[src/rtl/paddle_ctrl_pkg.sv]
// Shared types for the paddle input controller: FSM state and step direction.
// Latency: n/a (types and constants only).
// Backpressure: n/a.
package paddle_ctrl_pkg;

  typedef enum logic [1:0] {
    IDLE   = 2'd0,
    HOLD   = 2'd1,
    REPEAT = 2'd2
  } state_t;

  typedef logic dir_t;

  localparam dir_t DIR_UP = 1'b0;
  localparam dir_t DIR_DN = 1'b1;

  // Direction of the button that is not currently active.
  function automatic dir_t flip_dir(input dir_t d);
    return ~d;
  endfunction

endpackage

[src/rtl/repeat_timer.sv]
// Loadable down-counter that parks at zero; zero_o flags the parked state.
// Latency: load/clear take effect at the next clk edge; zero_o is combinational from the count.
// Backpressure: none, control inputs are obeyed every cycle.
module repeat_timer #(
  parameter int CNT_WIDTH = 20
) (
  input  logic                 clk,
  input  logic                 arst_n,
  input  logic                 load,
  input  logic [CNT_WIDTH-1:0] load_val,
  input  logic                 clear,
  output logic                 zero_o
);

  localparam logic [CNT_WIDTH-1:0] ONE = {{(CNT_WIDTH-1){1'b0}}, 1'b1};

  logic [CNT_WIDTH-1:0] cnt;

  // Clear beats load; otherwise count down and stop at zero.
  always_ff @(posedge clk or negedge arst_n) begin
    if (!arst_n) begin
      cnt <= '0;
    end else if (clear) begin
      cnt <= '0;
    end else if (load) begin
      cnt <= load_val;
    end else if (cnt != '0) begin
      cnt <= cnt - ONE;
    end
  end

  assign zero_o = (cnt == '0);

endmodule

[src/rtl/paddle_input_ctrl.sv]
// Turns debounced UP/DOWN levels and press pulses into paddle step pulses with auto-repeat.
// Latency: a press pulse yields a step one cycle later; all outputs registered.
// Backpressure: none, steps are one-cycle requests and press pulses are consumed immediately.
module paddle_input_ctrl
  import paddle_ctrl_pkg::*;
#(
  parameter int CNT_WIDTH     = 20,
  parameter int REPEAT_DELAY  = 500000,
  parameter int REPEAT_PERIOD = 100000
) (
  input  logic clk,
  input  logic arst_n,
  input  logic en_i,
  input  logic up_state_i,
  input  logic up_down_i,
  input  logic dn_state_i,
  input  logic dn_down_i,
  output logic step_up_o,
  output logic step_dn_o,
  output logic held_o
);

  // The timer reaches zero after N-1 decrements, so a load of N-1 gives a step N edges later.
  localparam logic [CNT_WIDTH-1:0] DELAY_LD  = CNT_WIDTH'(REPEAT_DELAY - 1);
  localparam logic [CNT_WIDTH-1:0] PERIOD_LD = CNT_WIDTH'(REPEAT_PERIOD - 1);

  state_t state, nxt_state;
  dir_t   dir, nxt_dir;
  logic   fire;
  logic   nxt_up, nxt_dn, nxt_held;

  logic                 tmr_load, tmr_clear, tmr_zero;
  logic [CNT_WIDTH-1:0] tmr_val;

  logic act_lvl, oth_lvl, act_pulse, oth_pulse;

  assign act_lvl   = (dir == DIR_UP) ? up_state_i : dn_state_i;
  assign oth_lvl   = (dir == DIR_UP) ? dn_state_i : up_state_i;
  assign act_pulse = (dir == DIR_UP) ? up_down_i  : dn_down_i;
  assign oth_pulse = (dir == DIR_UP) ? dn_down_i  : up_down_i;

  repeat_timer #(
    .CNT_WIDTH(CNT_WIDTH)
  ) u_timer (
    .clk     (clk),
    .arst_n  (arst_n),
    .load    (tmr_load),
    .load_val(tmr_val),
    .clear   (tmr_clear),
    .zero_o  (tmr_zero)
  );

  // Next-state decision: enable gate, then new press, then release, then timer expiry.
  always_comb begin
    nxt_state = state;
    nxt_dir   = dir;
    fire      = 1'b0;
    tmr_load  = 1'b0;
    tmr_clear = 1'b0;
    tmr_val   = DELAY_LD;
    if (!en_i) begin
      nxt_state = IDLE;
      tmr_clear = 1'b1;
    end else begin
      case (state)
        IDLE: begin
          // Simultaneous presses from idle are ambiguous and dropped.
          if (up_down_i ^ dn_down_i) begin
            nxt_dir   = up_down_i ? DIR_UP : DIR_DN;
            fire      = 1'b1;
            nxt_state = HOLD;
            tmr_load  = 1'b1;
          end
        end
        HOLD, REPEAT: begin
          if (oth_pulse && !act_pulse) begin
            // Most recent press takes over with an immediate step.
            nxt_dir   = flip_dir(dir);
            fire      = 1'b1;
            nxt_state = HOLD;
            tmr_load  = 1'b1;
          end else if (!act_lvl) begin
            // Release outranks a same-cycle timer expiry and never steps.
            if (oth_lvl) begin
              nxt_dir   = flip_dir(dir);
              nxt_state = HOLD;
              tmr_load  = 1'b1;
            end else begin
              nxt_state = IDLE;
              tmr_clear = 1'b1;
            end
          end else if (tmr_zero) begin
            fire      = 1'b1;
            nxt_state = REPEAT;
            tmr_load  = 1'b1;
            tmr_val   = PERIOD_LD;
          end
        end
        default: begin
          nxt_state = IDLE;
          tmr_clear = 1'b1;
        end
      endcase
    end
    nxt_up   = fire && (nxt_dir == DIR_UP);
    nxt_dn   = fire && (nxt_dir == DIR_DN);
    nxt_held = (nxt_state != IDLE);
  end

  // State, direction and registered outputs.
  always_ff @(posedge clk or negedge arst_n) begin
    if (!arst_n) begin
      state     <= IDLE;
      dir       <= DIR_UP;
      step_up_o <= 1'b0;
      step_dn_o <= 1'b0;
      held_o    <= 1'b0;
    end else begin
      state     <= nxt_state;
      dir       <= nxt_dir;
      step_up_o <= nxt_up;
      step_dn_o <= nxt_dn;
      held_o    <= nxt_held;
    end
  end

endmodule

[config.mk]
export PLATFORM = sky130hd
export DESIGN_NAME = paddle_input_ctrl
export DESIGN_NICKNAME = d
export VERILOG_FILES = /design/src/rtl/paddle_ctrl_pkg.sv /design/src/rtl/repeat_timer.sv /design/src/rtl/paddle_input_ctrl.sv
export SDC_FILE = /design/constraint.sdc
export NUM_CORES = 1
export LEC_CHECK = 0
export CORE_MARGIN = 3
export CORE_UTILIZATION = 35
export DETAILED_ROUTE_END_ITERATION = 10
export GPL_ROUTABILITY_DRIVEN = 0
export PLACE_DENSITY = 0.54
export SLEW_MARGIN = 20
export SYNTH_ARGS = -nofsm -noshare
export SYNTH_HDL_FRONTEND = slang
export SYNTH_SLANG_ARGS = --single-unit
[constraint.sdc]
create_clock -name clk -period 3.8 [get_ports clk]
set_input_delay 1.14 -clock clk [delete_from_list [all_inputs] [get_ports clk]]
set_output_delay 1.14 -clock clk [all_outputs]
set_load 0.05 [all_outputs]
==> reports/metrics.csv <==
metric,value,unit
fmax,323,MHz
synth_ff_type,dfrtp_1,
status,"complete, no violations",
postSynthCellCount,180,
period_share,81.5,%
tightest_slew,0.720,ns
drc,0,
post_cts_buffers,0,
cp-end-kind,register,
design.core.area,4470,um^2
avgSynthCellArea,9.29,um^2
synthTopCellsByArea,"dfrtp_1 39%, xor2_1 4.7%, a21oi_1 3.9%",
worstSkewPairLatency,0.27,ns
start_kind,primary input,
routedWlPerCell,16.8,um
highest_layer,met4,
crit_fanout,14,
final_antenna_net_count,0,
cts_buffers,3,
met1Wirelength,1.78,mm
io_buffer_count,9,
slew_headroom,51.5,%
syn_nets,191,
cts_tree,done,
antenna_found_initial,0,
cts_buffer_depth,2,
synth_cell_types,51,
critical-path-slowest-cell,clkdlybuf4s50_1,
grt_max_degree,27,
firstDrtPassIters,4,
synth_top_area_cell,dfrtp_1,
maxCapViolCount,0,
synth_area,1670,um^2
ys_seq_area_share,38.9,%
hp-class,register to register,
period_minus_slack,3.10,ns
dp_hpwl,2.95,mm
nNetsFinal,200,
crit_required,3.93,ns
synth-seq-cells,26,
initial_utilization,37.4,%
synth_edf_count,0,
setup_violations,0,
area_delta_synth_final,11.5,%
path_cells,clkdlybuf4s50_1 > nor2b_1 > o211a_1 > o31ai_1 > o31a_1 > a32oi_1,
cts.sinks,26,
routed_wl,4.03,mm
track_usage,16.0,%
dieArea,5640,um^2
htree_levels,1,
finClkSkew,0.00729,ns
drive_gt1_share,8.51,%
clkTransAtPathRegs,0.09,ns
grt_pass1_vias,1359,
placedCellCount,236,
wl_met3,218,um
clock-root-buffer,clkbuf_8,
p_leak,0.774,nW
power,1.52,mW
drv_slew,0,
die_w,75.1,um
hold_depth,2,
path_class,primary input to register,
vias,1415,
slowest_delay,0.58,ns
first_iter_violations,75,
arrival,3.22,ns
setup_tns,0,ns
synth_warnings,0,
async_flop_share,100,%
finalHoldViolations,0,
rsz0062_at_grt,no,
grt_overflow_total,0,
io_pins,10,
drt-vias-per-instance,5.90,
die_h,75.1,um
reg2regPathDepth,5,
synth_top_cell_area_share,38.9,%
cts_hold_buf,0,
routed-wl-met2,1.95,mm
rows,24,
final_cells,240,
ctsResizeCount,0,
antenna_cells,0,
power_density,817,nW/um^2
irDropWorstVdd,0.000255,V
grt_first_pass_wirelength,6.78,mm
-- cell families (layout without fill, tap and decap cells) --
logic type	after synthesis	count (layout)	share of synthesized area (%)
AOI/OAI and AO/OA	48	48	18.7
xor gates and xnor gates	16	16	8.38
adders and majority gates	4	4	2.99
buffers and inverters	13	21	3.07
DFF	26	26	38.9
muxes	1	1	0.674
and+or+nand+nor	72	72	27.2
-- power breakdown --
group | switching, mW | internal (mW) | total [mW]
clock network | 0.0892 | 0.0927 | 0.182
logic | 0.491 | 0.349 | 0.841
registers | 0.133 | 0.368 | 0.501
-- cell usage in the layout, fill, tap and decap left out, drive strengths merged, types with 2 or more instances in the layout --
cell type and n:
o21ai 12, o31a 2, xor2 9, nand3 4
clkdlybuf4s50 9, or3 3, nor4 6, ha 4
nand4 2, or3b 2, o22ai 2, a21oi 13
xnor2 7, nor3b 2, o31ai 2, and2 2
nor4b 2, nand3b 2, a21boi 2, a22oi 2
o41ai 2, or4 3, nor2 14, nand2b 4
inv 7, nand2 13, clkbuf 4, nor3 5
nor2b 5, dfrtp 26
-- stage by stage --
stage | setup slack [ns] | utilization (%) | hold WS, ns | cell area [um^2]
2_1_floorplan | 1.29 | - | 0.523 | 1670
3_3_place_gp | 0.567 | 40.4 | 0.561 | 1810
3_5_place_dp | 0.432 | 40.4 | 0.579 | 1810
4_1_cts | 0.729 | 41.7 | 0.596 | 1860
5_1_grt | 0.511 | 41.7 | 0.608 | 1860
6_report | 0.704 | 41.7 | 0.597 | 1860
-- worst max-delay path: cells and delay by family --
family,cells,cell delay [ns]
buffers and inverters,1,0.58
AOI/OAI and AO/OA,4,1.36
and+or+nand+nor,1,0.14
-- cell type report --
cell class                 instances  area [um^2]
multi-input combinational        141          970
inverter                           7         26.3
tap                               52         65.1
clock buffer                       4         55.1
sequential                        26          651
timing repair buffer              10         97.6
fill                             460         2610
-- sequential cells by signal, indices dropped and copies added (netlist names) --
register and count:
state 2, u_timer.cnt 20, step_dn_o 1, held_o 1
step_up_o 1, dir 1
-- routing by layer --
layer	track usage, %	vias up
li1	-	677
met1	20.5	690
met2	26.9	42
met3	3.74	6
met4	4.55	0
met5	0	-
-- cell usage after synthesis (2+ instances only) --
master	instances
nand3_1	4
nor4_4	2
o31a_1	2
or4_1	3
dfrtp_1	26
nand2b_1	4
clkbuf_1	4
a22oi_1	2
nor3_1	4
xnor2_1	7
o21ai_0	11
nor4b_1	2
nor2_1	13
nand3b_1	2
or3_1	3
o22ai_1	2
nor4_2	2
o41ai_1	2
buf_2	2
nor3b_1	2
nand2_1	13
a21boi_0	2
and2_1	2
nor4_1	2
or3b_2	2
o31ai_1	2
a21oi_1	13
nor2b_1	5
ha_1	4
xor2_1	9
inv_1	7
-- path summary, 6_finish.rpt --
path                            slack [ns]                   startpoint                          end
worst min register to register        0.60  u_timer.cnt[19]$_DFFE_PN0P_  u_timer.cnt[19]$_DFFE_PN0P_
worst max-delay path                  0.70                    up_down_i   u_timer.cnt[7]$_DFFE_PN0P_
worst max register to register        1.08  u_timer.cnt[16]$_DFFE_PN0P_   u_timer.cnt[8]$_DFFE_PN0P_
min in group asynchronous             1.23                       arst_n  u_timer.cnt[17]$_DFFE_PN0P_
max in group asynchronous             2.31                       arst_n   u_timer.cnt[6]$_DFFE_PN0P_
worst min-delay path                  0.60  u_timer.cnt[19]$_DFFE_PN0P_  u_timer.cnt[19]$_DFFE_PN0P_
No activity file was read; power rests on OpenSTA's default activity.
